[src/rtl/selector_dw_pipe.sv]
// ----------------------------------------------------------------------------
// selector_dw_pipe
//
// Registered write-back data selector. Picks one of NSRC WIDTH-bit sources by
// i_sel, pairs it with the destination register address and hands the pair to
// the register file through a two-entry valid/ready skid buffer. This lets the
// write port stall without losing data. An out-of-range select produces an
// all-zero word and raises a sticky error flag.
//
// Optional feature macro: SELECTOR_ERR_CNT_EN
//   defined   -> o_err_cnt is an 8-bit saturating count of out-of-range
//                accepts, cleared by i_clr_err.
//   undefined -> o_err_cnt is tied to zero.
//
// Ports
//   i_clk      : clock, rising edge
//   i_rst_n    : asynchronous active-low reset
//   i_valid    : upstream offers a select/destination pair
//   o_ready    : buffer can accept this cycle (depends on state only)
//   i_sel      : source index, legal 0..NSRC-1
//   i_src      : flattened sources, source k = i_src[k*WIDTH +: WIDTH]
//   i_dst      : destination register address, passed through unchanged
//   o_valid    : o_dw/o_dst hold a write
//   i_ready    : register file consumes the write
//   o_dw       : selected write data
//   o_dst      : destination address paired with o_dw
//   o_sel_err  : sticky flag, an out-of-range select was accepted
//   i_clr_err  : synchronous clear of o_sel_err and o_err_cnt
//   o_err_cnt  : out-of-range select count (zero without the macro)
// ----------------------------------------------------------------------------
module selector_dw_pipe #(
    parameter int WIDTH = 8,
    parameter int NSRC  = 5,
    parameter int SEL_W = 3,
    parameter int DST_W = 4
) (
    input  logic                  i_clk,
    input  logic                  i_rst_n,
    input  logic                  i_valid,
    output logic                  o_ready,
    input  logic [SEL_W-1:0]      i_sel,
    input  logic [NSRC*WIDTH-1:0] i_src,
    input  logic [DST_W-1:0]      i_dst,
    output logic                  o_valid,
    input  logic                  i_ready,
    output logic [WIDTH-1:0]      o_dw,
    output logic [DST_W-1:0]      o_dst,
    output logic                  o_sel_err,
    input  logic                  i_clr_err,
    output logic [7:0]            o_err_cnt
);

    typedef enum logic [1:0] {
        EMPTY = 2'd0,
        ONE   = 2'd1,
        FULL  = 2'd2
    } state_t;

    // Full-width comparison: the select is never wrapped or truncated, so an
    // index past the last source yields zero rather than aliasing.
    function automatic logic [WIDTH-1:0] select_word(
        input logic [SEL_W-1:0]      sel,
        input logic [NSRC*WIDTH-1:0] src
    );
        logic [WIDTH-1:0] word;
        word = '0;
        for (int k = 0; k < NSRC; k++) begin
            if (int'(sel) == k) begin
                word = src[k*WIDTH +: WIDTH];
            end
        end
        return word;
    endfunction

    state_t           state_q, state_d;
    logic [WIDTH-1:0] main_dw_q, main_dw_d;
    logic [DST_W-1:0] main_dst_q, main_dst_d;
    logic [WIDTH-1:0] skid_dw_q, skid_dw_d;
    logic [DST_W-1:0] skid_dst_q, skid_dst_d;
    logic             sel_err_q, sel_err_d;

    logic             accept;
    logic             consume;
    logic             sel_oob;
    logic             bad_accept;
    logic [WIDTH-1:0] new_dw;

    assign o_valid    = (state_q != EMPTY);
    assign o_ready    = (state_q != FULL);
    assign accept     = i_valid & o_ready;
    assign consume    = o_valid & i_ready;
    assign sel_oob    = (int'(i_sel) >= NSRC);
    assign bad_accept = accept & sel_oob;
    assign new_dw     = select_word(i_sel, i_src);

    assign o_dw      = main_dw_q;
    assign o_dst     = main_dst_q;
    assign o_sel_err = sel_err_q;

    always_comb begin
        state_d    = state_q;
        main_dw_d  = main_dw_q;
        main_dst_d = main_dst_q;
        skid_dw_d  = skid_dw_q;
        skid_dst_d = skid_dst_q;

        unique case (state_q)
            EMPTY: begin
                if (accept) begin
                    main_dw_d  = new_dw;
                    main_dst_d = i_dst;
                    state_d    = ONE;
                end
            end
            ONE: begin
                if (accept && consume) begin
                    main_dw_d  = new_dw;
                    main_dst_d = i_dst;
                end else if (accept) begin
                    // Output is stalled: park the new entry behind it.
                    skid_dw_d  = new_dw;
                    skid_dst_d = i_dst;
                    state_d    = FULL;
                end else if (consume) begin
                    state_d = EMPTY;
                end
            end
            FULL: begin
                if (consume) begin
                    main_dw_d  = skid_dw_q;
                    main_dst_d = skid_dst_q;
                    state_d    = ONE;
                end
            end
            default: begin
                state_d = EMPTY;
            end
        endcase
    end

    // Clear first so that a same-cycle error wins.
    always_comb begin
        sel_err_d = sel_err_q;
        if (i_clr_err) begin
            sel_err_d = 1'b0;
        end
        if (bad_accept) begin
            sel_err_d = 1'b1;
        end
    end

    always_ff @(posedge i_clk or negedge i_rst_n) begin
        if (!i_rst_n) begin
            state_q    <= EMPTY;
            main_dw_q  <= '0;
            main_dst_q <= '0;
            skid_dw_q  <= '0;
            skid_dst_q <= '0;
            sel_err_q  <= 1'b0;
        end else begin
            state_q    <= state_d;
            main_dw_q  <= main_dw_d;
            main_dst_q <= main_dst_d;
            skid_dw_q  <= skid_dw_d;
            skid_dst_q <= skid_dst_d;
            sel_err_q  <= sel_err_d;
        end
    end

`ifdef SELECTOR_ERR_CNT_EN
    logic [7:0] err_cnt_q, err_cnt_d;
    logic [7:0] err_cnt_base;

    // A clear and a new error together restart the count at one.
    always_comb begin
        err_cnt_base = i_clr_err ? 8'd0 : err_cnt_q;
        err_cnt_d    = err_cnt_base;
        if (bad_accept && (err_cnt_base != 8'hFF)) begin
            err_cnt_d = err_cnt_base + 8'd1;
        end
    end

    always_ff @(posedge i_clk or negedge i_rst_n) begin
        if (!i_rst_n) begin
            err_cnt_q <= 8'd0;
        end else begin
            err_cnt_q <= err_cnt_d;
        end
    end

    assign o_err_cnt = err_cnt_q;
`else
    assign o_err_cnt = 8'd0;
`endif

endmodule

[config.mk]
export PLATFORM = sky130hd
export DESIGN_NAME = selector_dw_pipe
export DESIGN_NICKNAME = d
export VERILOG_FILES = /design/src/rtl/selector_dw_pipe.sv
export SDC_FILE = /design/constraint.sdc
export NUM_CORES = 1
export LEC_CHECK = 0
export CAP_MARGIN = 15
export CORE_ASPECT_RATIO = 0.8
export CORE_MARGIN = 2
export CORE_UTILIZATION = 45
export CTS_BUF_LIST = sky130_fd_sc_hd__clkbuf_4 sky130_fd_sc_hd__clkbuf_8
export DETAILED_ROUTE_END_ITERATION = 8
export PLACE_DENSITY = 0.89
export RECOVER_POWER = 50
export SKIP_LAST_GASP = 1
export SLEW_MARGIN = 15
export SYNTH_ARGS = -nofsm -noshare
export SYNTH_HDL_FRONTEND = slang
export SYNTH_SLANG_ARGS = --single-unit
[constraint.sdc]
create_clock -name i_clk -period 3.2 [get_ports i_clk]
set_input_delay 0.96 -clock i_clk [delete_from_list [all_inputs] [get_ports i_clk]]
set_output_delay 0.96 -clock i_clk [all_outputs]
set_load 0.03 [all_outputs]
==> run metrics <==
number of port buffers 66; Worst path max stage delay 0.84 ns; crit path cell chain clkdlybuf4s50_1 > clkbuf_1 > mux2i_1 > o22ai_1 > a211oi_1 > nor3_2; Top Usage Layer GRT met2; Routed WL 4610 µm; Num Clock Sinks 27; number of antenna violations at the first check in global routing 0; number of buffers created by CTS 3; layout cells sized above 1 10.5%; weighted congestion at the end of routability-driven global placement 0.840; number of standard cells after synthesis 177; via density per instance 5.68; via count of the first global-routing pass 1563; relative area change from synthesis to final layout 40.2%; library cell occupying the most area in the post-synthesis netlist sky130_fd_sc_hd__dfrtp_1; most frequently used cell type in the post-synthesis netlist sky130_fd_sc_hd__dfrtp_1; GR met1 Demand/Resource 27.3%; total overflow reported by the global router 0; TritonCTS clock tree built; min Tclk post-route 2.95 ns; number of core rows 20; mean post-synth cell area 9.70 µm²; clock latency of the later-clocked register in the worst-skew pair 0.27 ns; Max Root-Sink Buffers 2; leakage dissipation 0.00102 µW; number of top-level design ports 75; area share of the largest cell type after synthesis 39.4%; data arrival at the endpoint of the critical path 3.11 ns; post-detailed-route count of antenna-violating nets 0; fraction of registers with async set or reset after synthesis 100%; iteration-0 DRC count of the detailed router 120; # H-tree levels 1; Layout Cells excl Fill 283; Final setup viols 0; relative slew slack 1.86%; Crit Path Max Fanout 17; count of endpoints failing hold in the final timing report 0; pin count of the biggest net entering global routing 28; kind of capture point of the worst setup path register; number of distinct library cells after synthesis 32; global-route met3 utilization 4.76%; total iterations of the first detailed-routing run 4; y dimension of the die 59.2 µm; count of maximum capacitance violations 0; GRT Overall Usage 21.0%; Critical-path top delay cell sky130_fd_sc_hd__clkbuf_1; Worst Hold Class reg2reg; aggregate negative setup slack 0 ns; worst IR drop on VDD 0.415 mV; wire length of the first global-routing pass 7030 µm; share of synthesized area occupied by flip-flops and latches 39.4%; initial cell density of the core 46.0%; critical path startpoint category input pin; root buffer cell sky130_fd_sc_hd__clkbuf_8; highest achievable clock rate 338 MHz; Worst-path clk slew 0.09 ns; sum of net half-perimeters after detailed placement 3400 µm; DRC violations left 0; power per cell area 554 nW/µm²; wire length per cell after detailed routing 16.3 µm; met2 layer usage reported by global route 34.5%; antenna diode count 0; unrepaired setup endpoints after global routing false; Final nets 292; yosys warns 0; flip-flop and latch count after synthesis 27; core area 3730 µm²; hold-fix buffer count after cts 0; crit share post-route 92.3%; cells taking the most area after synthesis sky130_fd_sc_hd__dfrtp_1 (39%), sky130_fd_sc_hd__mux2i_1 (9.3%), sky130_fd_sc_hd__o22ai_1 (8.4%); instance count after placement with tap cells included 279; post-route clock skew 0.00103 ns; most used flip-flop cell after synthesis sky130_fd_sc_hd__dfrtp_1; Largest delay share family, worst path buffers and inverters; Crit Path Class in2reg; status complete, no violations; endpoint required time on the critical path 3.35 ns; overall via count from detail_route 1608; die area 4330 µm²; area of the mapped netlist 1720 µm²; horizontal die dimension 73.1 µm; Post-CTS Setup Inserts 0; fin. max-slew vios 0; number of synthesized flops with an enable pin 0; most instantiated cells after synthesis sky130_fd_sc_hd__dfrtp_1 (27), sky130_fd_sc_hd__o22ai_1 (23), sky130_fd_sc_hd__nor2_1 (19); count of instances resized after the clock tree is built 0; measured slew at the worst slew-check pin 1.47 ns; Bufs and invs on worst path 2
[power by group]
| group | switching [µW] | total, µW | internal (µW) |
|---|---|---|---|
| Clock | 107 | 204 | 97.8 |
| Sequential | 89.3 | 543 | 454 |
| Combinational | 311 | 585 | 274 |
| Total | 507 | 1330 | 826 |
[layout by cell type, fill, tap and decap left out, types with 2 or more instances in the layout]
| cell | count |
|---|---|
| sky130_fd_sc_hd__clkbuf_8 | 3 |
| sky130_fd_sc_hd__nand2b_1 | 3 |
| sky130_fd_sc_hd__dlygate4sd3_1 | 6 |
| sky130_fd_sc_hd__a21oi_1 | 18 |
| sky130_fd_sc_hd__o22ai_1 | 23 |
| sky130_fd_sc_hd__nor3_2 | 7 |
| sky130_fd_sc_hd__a211oi_1 | 12 |
| sky130_fd_sc_hd__buf_4 | 4 |
| sky130_fd_sc_hd__a211oi_2 | 4 |
| sky130_fd_sc_hd__clkdlybuf4s50_1 | 60 |
| sky130_fd_sc_hd__inv_1 | 2 |
| sky130_fd_sc_hd__clkbuf_1 | 2 |
| sky130_fd_sc_hd__nor2_1 | 19 |
| sky130_fd_sc_hd__mux2_2 | 3 |
| sky130_fd_sc_hd__mux2i_1 | 16 |
| sky130_fd_sc_hd__conb_1 | 8 |
| sky130_fd_sc_hd__a21o_1 | 8 |
| sky130_fd_sc_hd__dfrtp_1 | 27 |
[worst paths after layout]
kind                       depth (start not counted)            end  slack [ns]          start
max                                                6        o_dw[3]        0.25       i_sel[0]
min                                                1  skid_dst_q[2]        0.52  skid_dst_q[2]
max reg2reg                                        4        o_dw[3]        1.22     state_q[1]
min reg2reg                                        1  skid_dst_q[2]        0.52  skid_dst_q[2]
max in group asynchronous                          2   skid_dw_q[0]        0.79        i_rst_n
min in group asynchronous                          2     state_q[0]        1.56        i_rst_n
[metrics by stage]
stage | util, % | hold slack (ns) | cell area (µm²) | setup slack [ns] | total power, µW
2_1_floorplan | - | 0.459 | 1740 | 1.17 | 906
3_3_place_gp | 63.5 | 0.485 | 2370 | 0.479 | 1120
3_5_place_dp | 63.5 | 0.488 | 2370 | 0.376 | 1130
4_1_cts | 64.8 | 0.518 | 2410 | 0.312 | 1340
5_1_grt | 64.6 | 0.531 | 2410 | 0.147 | 1400
6_report | 64.6 | 0.516 | 2410 | 0.246 | 1330
[area by class of cell]
cell class	instances	area, µm²
timing repair buffer	72	698
tap	44	55.1
fill	309	1320
sequential	27	676
inverter	2	7.51
clock buffer	4	48.8
multi-input combinational	134	922
[per-layer routing]
metal  wire (µm)  vias up  part of all wire [%]
met5           0        -                     0
met3         232        6                   5.0
li1            -      769                     -
met2        2260       62                    49
met4          70        0                   1.5
met1        2040      771                    44
[cells by family after synthesis]
group	count (synthesis)	share of synthesized area [%]
AO/OA/AOI/OAI	66	25.9
buffers and inverters	23	8.45
flip-flops	27	39.4
multiplexers	20	12.0
other	1	0.218
AND/OR/NAND/NOR	40	14.1
[state kept, by name (all words and copies together), names as in the netlist]
name and count:
o_dst 4, skid_dw_q 8, skid_dst_q 4, state_q 2
o_sel_err 1, o_dw 8
Note: power is estimated with default switching activity, not from simulation.
